## src/rtl/sr_bank_pkg.sv

```systemverilog
// Shared definitions for the SR flip-flop bank: conflict-policy codes and
// the single-bit next-state rule used by every storage cell.
package sr_bank_pkg;

  localparam int MODE_HOLD    = 0;
  localparam int MODE_RST_DOM = 1;
  localparam int MODE_SET_DOM = 2;
  localparam int MODE_TOGGLE  = 3;

  typedef enum logic [1:0] {
    REQ_HOLD = 2'b00,
    REQ_CLR  = 2'b01,
    REQ_SET  = 2'b10,
    REQ_BOTH = 2'b11
  } sr_req_e;

  function automatic logic sr_next(input int mode, input logic q, input logic s, input logic r);
    logic nxt;
    nxt = q;
    case (sr_req_e'({s, r}))
      REQ_HOLD: nxt = q;
      REQ_CLR:  nxt = 1'b0;
      REQ_SET:  nxt = 1'b1;
      REQ_BOTH: begin
        case (mode)
          MODE_RST_DOM: nxt = 1'b0;
          MODE_SET_DOM: nxt = 1'b1;
          MODE_TOGGLE:  nxt = ~q;
          default:      nxt = q;
        endcase
      end
      default: nxt = q;
    endcase
    return nxt;
  endfunction

endpackage

```

## src/rtl/sr_cell.sv

```systemverilog
// One SR storage bit with its one-cycle conflict flag and sticky conflict flag.
module sr_cell
  import sr_bank_pkg::*;
#(
  parameter int   MODE      = MODE_HOLD,
  parameter logic RESET_BIT = 1'b0
) (
  input  logic clk,
  input  logic rst,
  input  logic ld,
  input  logic upd,
  input  logic d,
  input  logic s,
  input  logic r,
  input  logic clr_err,
  output logic hit,
  output logic q,
  output logic conflict,
  output logic conflict_sticky
);

  logic q_reg;
  logic q_next;
  logic conflict_reg;
  logic sticky_reg;
  logic sticky_next;

  // A conflict only exists when the S/R path is actually selected (ld wins).
  assign hit = upd & s & r;

  always_comb begin
    q_next = q_reg;
    if (ld) begin
      q_next = d;
    end else if (upd) begin
      q_next = sr_next(MODE, q_reg, s, r);
    end
  end

  // A fresh conflict beats a simultaneous clear.
  assign sticky_next = hit | (sticky_reg & ~clr_err);

  always_ff @(posedge clk) begin
    if (rst) begin
      q_reg        <= RESET_BIT;
      conflict_reg <= 1'b0;
      sticky_reg   <= 1'b0;
    end else begin
      q_reg        <= q_next;
      conflict_reg <= hit;
      sticky_reg   <= sticky_next;
    end
  end

  assign q               = q_reg;
  assign conflict        = conflict_reg;
  assign conflict_sticky = sticky_reg;

endmodule

```

## src/rtl/sr_ff_bank.sv

```systemverilog
// Bank of WIDTH SR flip-flops with parallel load, selectable S=R=1 policy,
// per-bit conflict flags and a saturating count of conflicting cycles.
module sr_ff_bank
  import sr_bank_pkg::*;
#(
  parameter int               WIDTH         = 8,
  parameter int               CONFLICT_MODE = 0,
  parameter logic [WIDTH-1:0] RESET_VAL     = {WIDTH{1'b0}},
  parameter int               CNT_W         = 8
) (
  input  logic             clk,
  input  logic             rst,
  input  logic             en,
  input  logic [WIDTH-1:0] s,
  input  logic [WIDTH-1:0] r,
  input  logic             ld,
  input  logic [WIDTH-1:0] d,
  input  logic             clr_err,
  output logic [WIDTH-1:0] q,
  output logic [WIDTH-1:0] q_bar,
  output logic [WIDTH-1:0] conflict,
  output logic [WIDTH-1:0] conflict_sticky,
  output logic [CNT_W-1:0] conflict_cnt
);

  if (CONFLICT_MODE < MODE_HOLD || CONFLICT_MODE > MODE_TOGGLE) begin : g_bad_mode
    $fatal(1, "sr_ff_bank: CONFLICT_MODE must be 0..3");
  end

  localparam logic [CNT_W-1:0] CNT_MAX = {CNT_W{1'b1}};

  logic             upd;
  logic [WIDTH-1:0] hit;
  logic             any_hit;
  logic [CNT_W-1:0] cnt_reg;
  logic [CNT_W-1:0] cnt_next;

  // Load takes precedence over S/R updates.
  assign upd = en & ~ld;

  for (genvar gi = 0; gi < WIDTH; gi++) begin : g_cell
    sr_cell #(
      .MODE      (CONFLICT_MODE),
      .RESET_BIT (RESET_VAL[gi])
    ) u_cell (
      .clk             (clk),
      .rst             (rst),
      .ld              (ld),
      .upd             (upd),
      .d               (d[gi]),
      .s               (s[gi]),
      .r               (r[gi]),
      .clr_err         (clr_err),
      .hit             (hit[gi]),
      .q               (q[gi]),
      .conflict        (conflict[gi]),
      .conflict_sticky (conflict_sticky[gi])
    );
  end

  assign any_hit = |hit;

  always_comb begin
    cnt_next = cnt_reg;
    if (any_hit) begin
      if (clr_err) begin
        cnt_next = {{(CNT_W-1){1'b0}}, 1'b1};
      end else if (cnt_reg != CNT_MAX) begin
        cnt_next = cnt_reg + 1'b1;
      end
    end else if (clr_err) begin
      cnt_next = '0;
    end
  end

  always_ff @(posedge clk) begin
    if (rst) begin
      cnt_reg <= '0;
    end else begin
      cnt_reg <= cnt_next;
    end
  end

  assign conflict_cnt = cnt_reg;
  assign q_bar        = ~q;

endmodule
```

## config.mk

```make
export PLATFORM = sky130hd
export DESIGN_NAME = sr_ff_bank
export DESIGN_NICKNAME = d
export VERILOG_FILES = /design/src/rtl/sr_bank_pkg.sv /design/src/rtl/sr_cell.sv /design/src/rtl/sr_ff_bank.sv
export SDC_FILE = /design/constraint.sdc
export NUM_CORES = 1
export LEC_CHECK = 0
export CORE_MARGIN = 5
export CORE_UTILIZATION = 30
export DETAILED_ROUTE_END_ITERATION = 8
export GPL_TIMING_DRIVEN = 0
export PLACE_DENSITY_LB_ADDON = 0.12
export SLEW_MARGIN = 25
export SYNTH_ARGS = -nofsm -noshare
export SYNTH_HDL_FRONTEND = slang
export SYNTH_SLANG_ARGS = --single-unit
```

## constraint.sdc

```tcl
create_clock -name clk -period 1.85 [get_ports clk]
set_input_delay 0.37 -clock clk [delete_from_list [all_inputs] [get_ports clk]]
set_output_delay 0.37 -clock clk [all_outputs]
set_load 0.005 [all_outputs]
```

==> impl_metrics.ini <==
[synthesis]
syn_nets = 236
ys_ff_latch = 32
ys.flop_type = dfxtp_1
ys_types = 33
yosysTopAreaCell = dfxtp_1
synth.most_common_cell = dfxtp_1
synth-warning-count = 0
synth_top_area_share_pct = 38.1
avgSynthCellArea_um2 = 8.49
synthTopCellsByArea = dfxtp_1 38%, buf_4 11%, ha_1 6.7%, nor2_1 5.4%, a21oi_1 4.8%
synth_edf_count = 0
async_flop_share_pct = 0
synthesis.area_mm2 = 0.00168
syn_inst = 198
synth_seq_area_share_pct = 38.1
ys_top_cells_by_count = 32 x dfxtp_1, 24 x buf_4, 24 x nor2_1, 16 x a21oi_1, 16 x inv_1

[drt]
wire_per_inst_um = 11.8
drtIter0Drc = 78
viasPerCell = 4.28
first_pass_iters = 4
drcViolationCount = 0
ant_nets = 0
vias = 1475
wl_um = 4080

[pwr]
p_seq_share_pct = 43.6
combPwrFrac_pct = 16.5
leakage_nw = 1.13
clock_power_share_pct = 39.9
p_switching_mw = 0.379
swShare_pct = 22.9
vdd_drop_max_v = 0.000268
finalPower_mw = 1.65
power.density_mw_per_mm2 = 646
power.internal_mw = 1.27

[timing]
rsz0062_at_grt = false
setup_viol = 0
worst-slew-pin-transition_ns = 0.494
max_slew_margin_pct = 67.0
hold_viol = 0
max_freq_mhz = 594
finalCritPeriodShare_pct = 91.1
drv_slew = 0
fin_crit_ns = 1.68
skew_ns = 0.00166

[floorplan]
die_h_um = 84.9
coreArea_mm2 = 0.00547
start_util_pct = 30.7
die_area_mm2 = 0.00720
dieWidth_um = 84.9
rows = 27
io_pins = 69

[finish]
nFillCells = 575
area_delta_synth_final_pct = 52.2
nets = 310
final_layout_size_suffix_gt1_share_pct = 14.3
antenna_cells = 0
post-route-util_pct = 46.8

[place]
finalWeightedCongestion = 0.800
io_buffer_count = 67
hpwl_um = 3310

[critical_path]
crit_type = input pin to flop
path_max_fanout = 4
critPathLaunchType = input pin
crit_chain = clkdlybuf4s50_1 -> nand2_1 -> nand3_1 -> o21ai_2 -> or4_1 -> a21oi_1
cp-startpoint = s[3]
required_ns = 2.06
cpMaxStageDelayCell = or4_1
cp-end-kind = flop
worstReg2RegStart = conflict_cnt[0]
worstPathArrival_ns = 1.90
slowest_delay_ns = 0.50

[clocking]
clock-sinks = 32
post_cts_buffers = 0
cts.path.max_buffers = 2
tritoncts = yes
h-tree-depth = 2
cts_buffers = 5
worstSkewPairLatency_ns = 0.28
path_clk_slew_ns = 0.07
root_buffer = clkbuf_8

[run_status]
status = complete, no violations

[grt]
antenna_found_initial = 0
grt_pass1_wl_um = 6940
grt_pass1_vias = 1510
grt_max_degree = 12
track_usage_pct = 11.9
grt_overflow = 0

[flow_run]
drv_cap = 0

[hold_path]
min_from = ld
hold_class = input pin to flop
-- placed cells by master, fill, tap and decap left out, types with 3 or more instances in the layout --
cell and instances:
inv_1 16, nand3_1 4, dfxtp_1 32, or3_1 3
clkbuf_8 5, a21o_1 8, ha_1 9, o21ai_0 4
nor2b_1 10, nand2_1 8, buf_4 24, and3_1 7
a21oi_1 16, clkdlybuf4s50_1 66, nor2_1 23, mux2i_1 8
-- routing by layer --
metal | routed length [um] | part of all wire (%) | vias up | track usage, %
met3 | 338 | 8.3 | 8 | 4.76
met1 | 1830 | 45 | 628 | 14.9
met2 | 1840 | 45 | 47 | 18.6
met4 | 70 | 1.7 | 0 | 4.03
li1 | - | - | 792 | -
met5 | 0 | 0 | - | 0
-- stage by stage --
| step | instances | hold slack (ns) | worst slack (ns) | instance area, um^2 | TNS (ns) |
|---|---|---|---|---|---|
| after floorplan | 198 | 0.427 | 0.368 | 1680 | 0 |
| after global placement | 337 | 0.438 | -0.312 | 2440 | -3.30 |
| after detailed placement | 337 | 0.444 | -0.336 | 2440 | -3.45 |
| after CTS | 345 | 0.440 | 0.0113 | 2550 | 0 |
| after global routing | 345 | 0.463 | 0.0416 | 2560 | 0 |
| final | 345 | 0.439 | 0.166 | 2560 | 0 |
-- final cells by class --
class,instances,area (um^2),share of cell area (%)
Buffer,28,203,7.92
Multi-Input combinational cell,122,785,30.7
Inverter,16,60.1,2.35
Clock inverter,3,42.5,1.66
Timing Repair Buffer,67,669,26.2
Sequential cell,32,641,25.0
Tap cell,72,90.1,3.52
Clock buffer,5,68.8,2.69
-- what timing repair did --
action	4_1_cts	5_1_grt
resized for setup	2	1
hold buffers	0	0
gates cloned	0	0
endpoints found under the setup margin	3	5
pin swaps	0	0
-- path summary, 6_finish.rpt --
path         cells past startpoint  slack, ns                          endpoint
max                              6       0.17                   conflict_cnt[5]
min                              4       0.44                g_cell[5].u_cell.q
max reg2reg                      6       0.36                   conflict_cnt[6]
min reg2reg                      1       0.45  g_cell[3].u_cell.conflict_sticky
-- cell families (layout without fill, tap and decap cells) --
kind of cell             after synthesis  in the layout  share of synthesized area, %
adder cells (fa/ha/maj)                9              9                          6.70
flip-flops                            32             32                          38.1
buffers and inverters                 44            119                          15.6
AO/OA/AOI/OAI                         37             37                          13.3
multiplexers                           8              8                          4.76
AND/OR/NAND/NOR                       68             68                          21.5
-- power by group through the flow --
stage,Sequential (mW),Clock [mW],Combinational (mW)
after floorplan,0.733,0,0.127
final,0.722,0.659,0.273
after detailed placement,0.738,0,0.274
after global routing,0.724,0.711,0.303
after CTS,0.722,0.687,0.276
after global placement,0.737,0,0.272
-- critical path: cells and delay by family --
family | cells | cell delay [ns]
buffers and inverters | 1 | 0.48
AND/OR/NAND/NOR | 3 | 0.79
AO/OA/AOI/OAI | 2 | 0.26
Power figures use the tool's default switching activity.
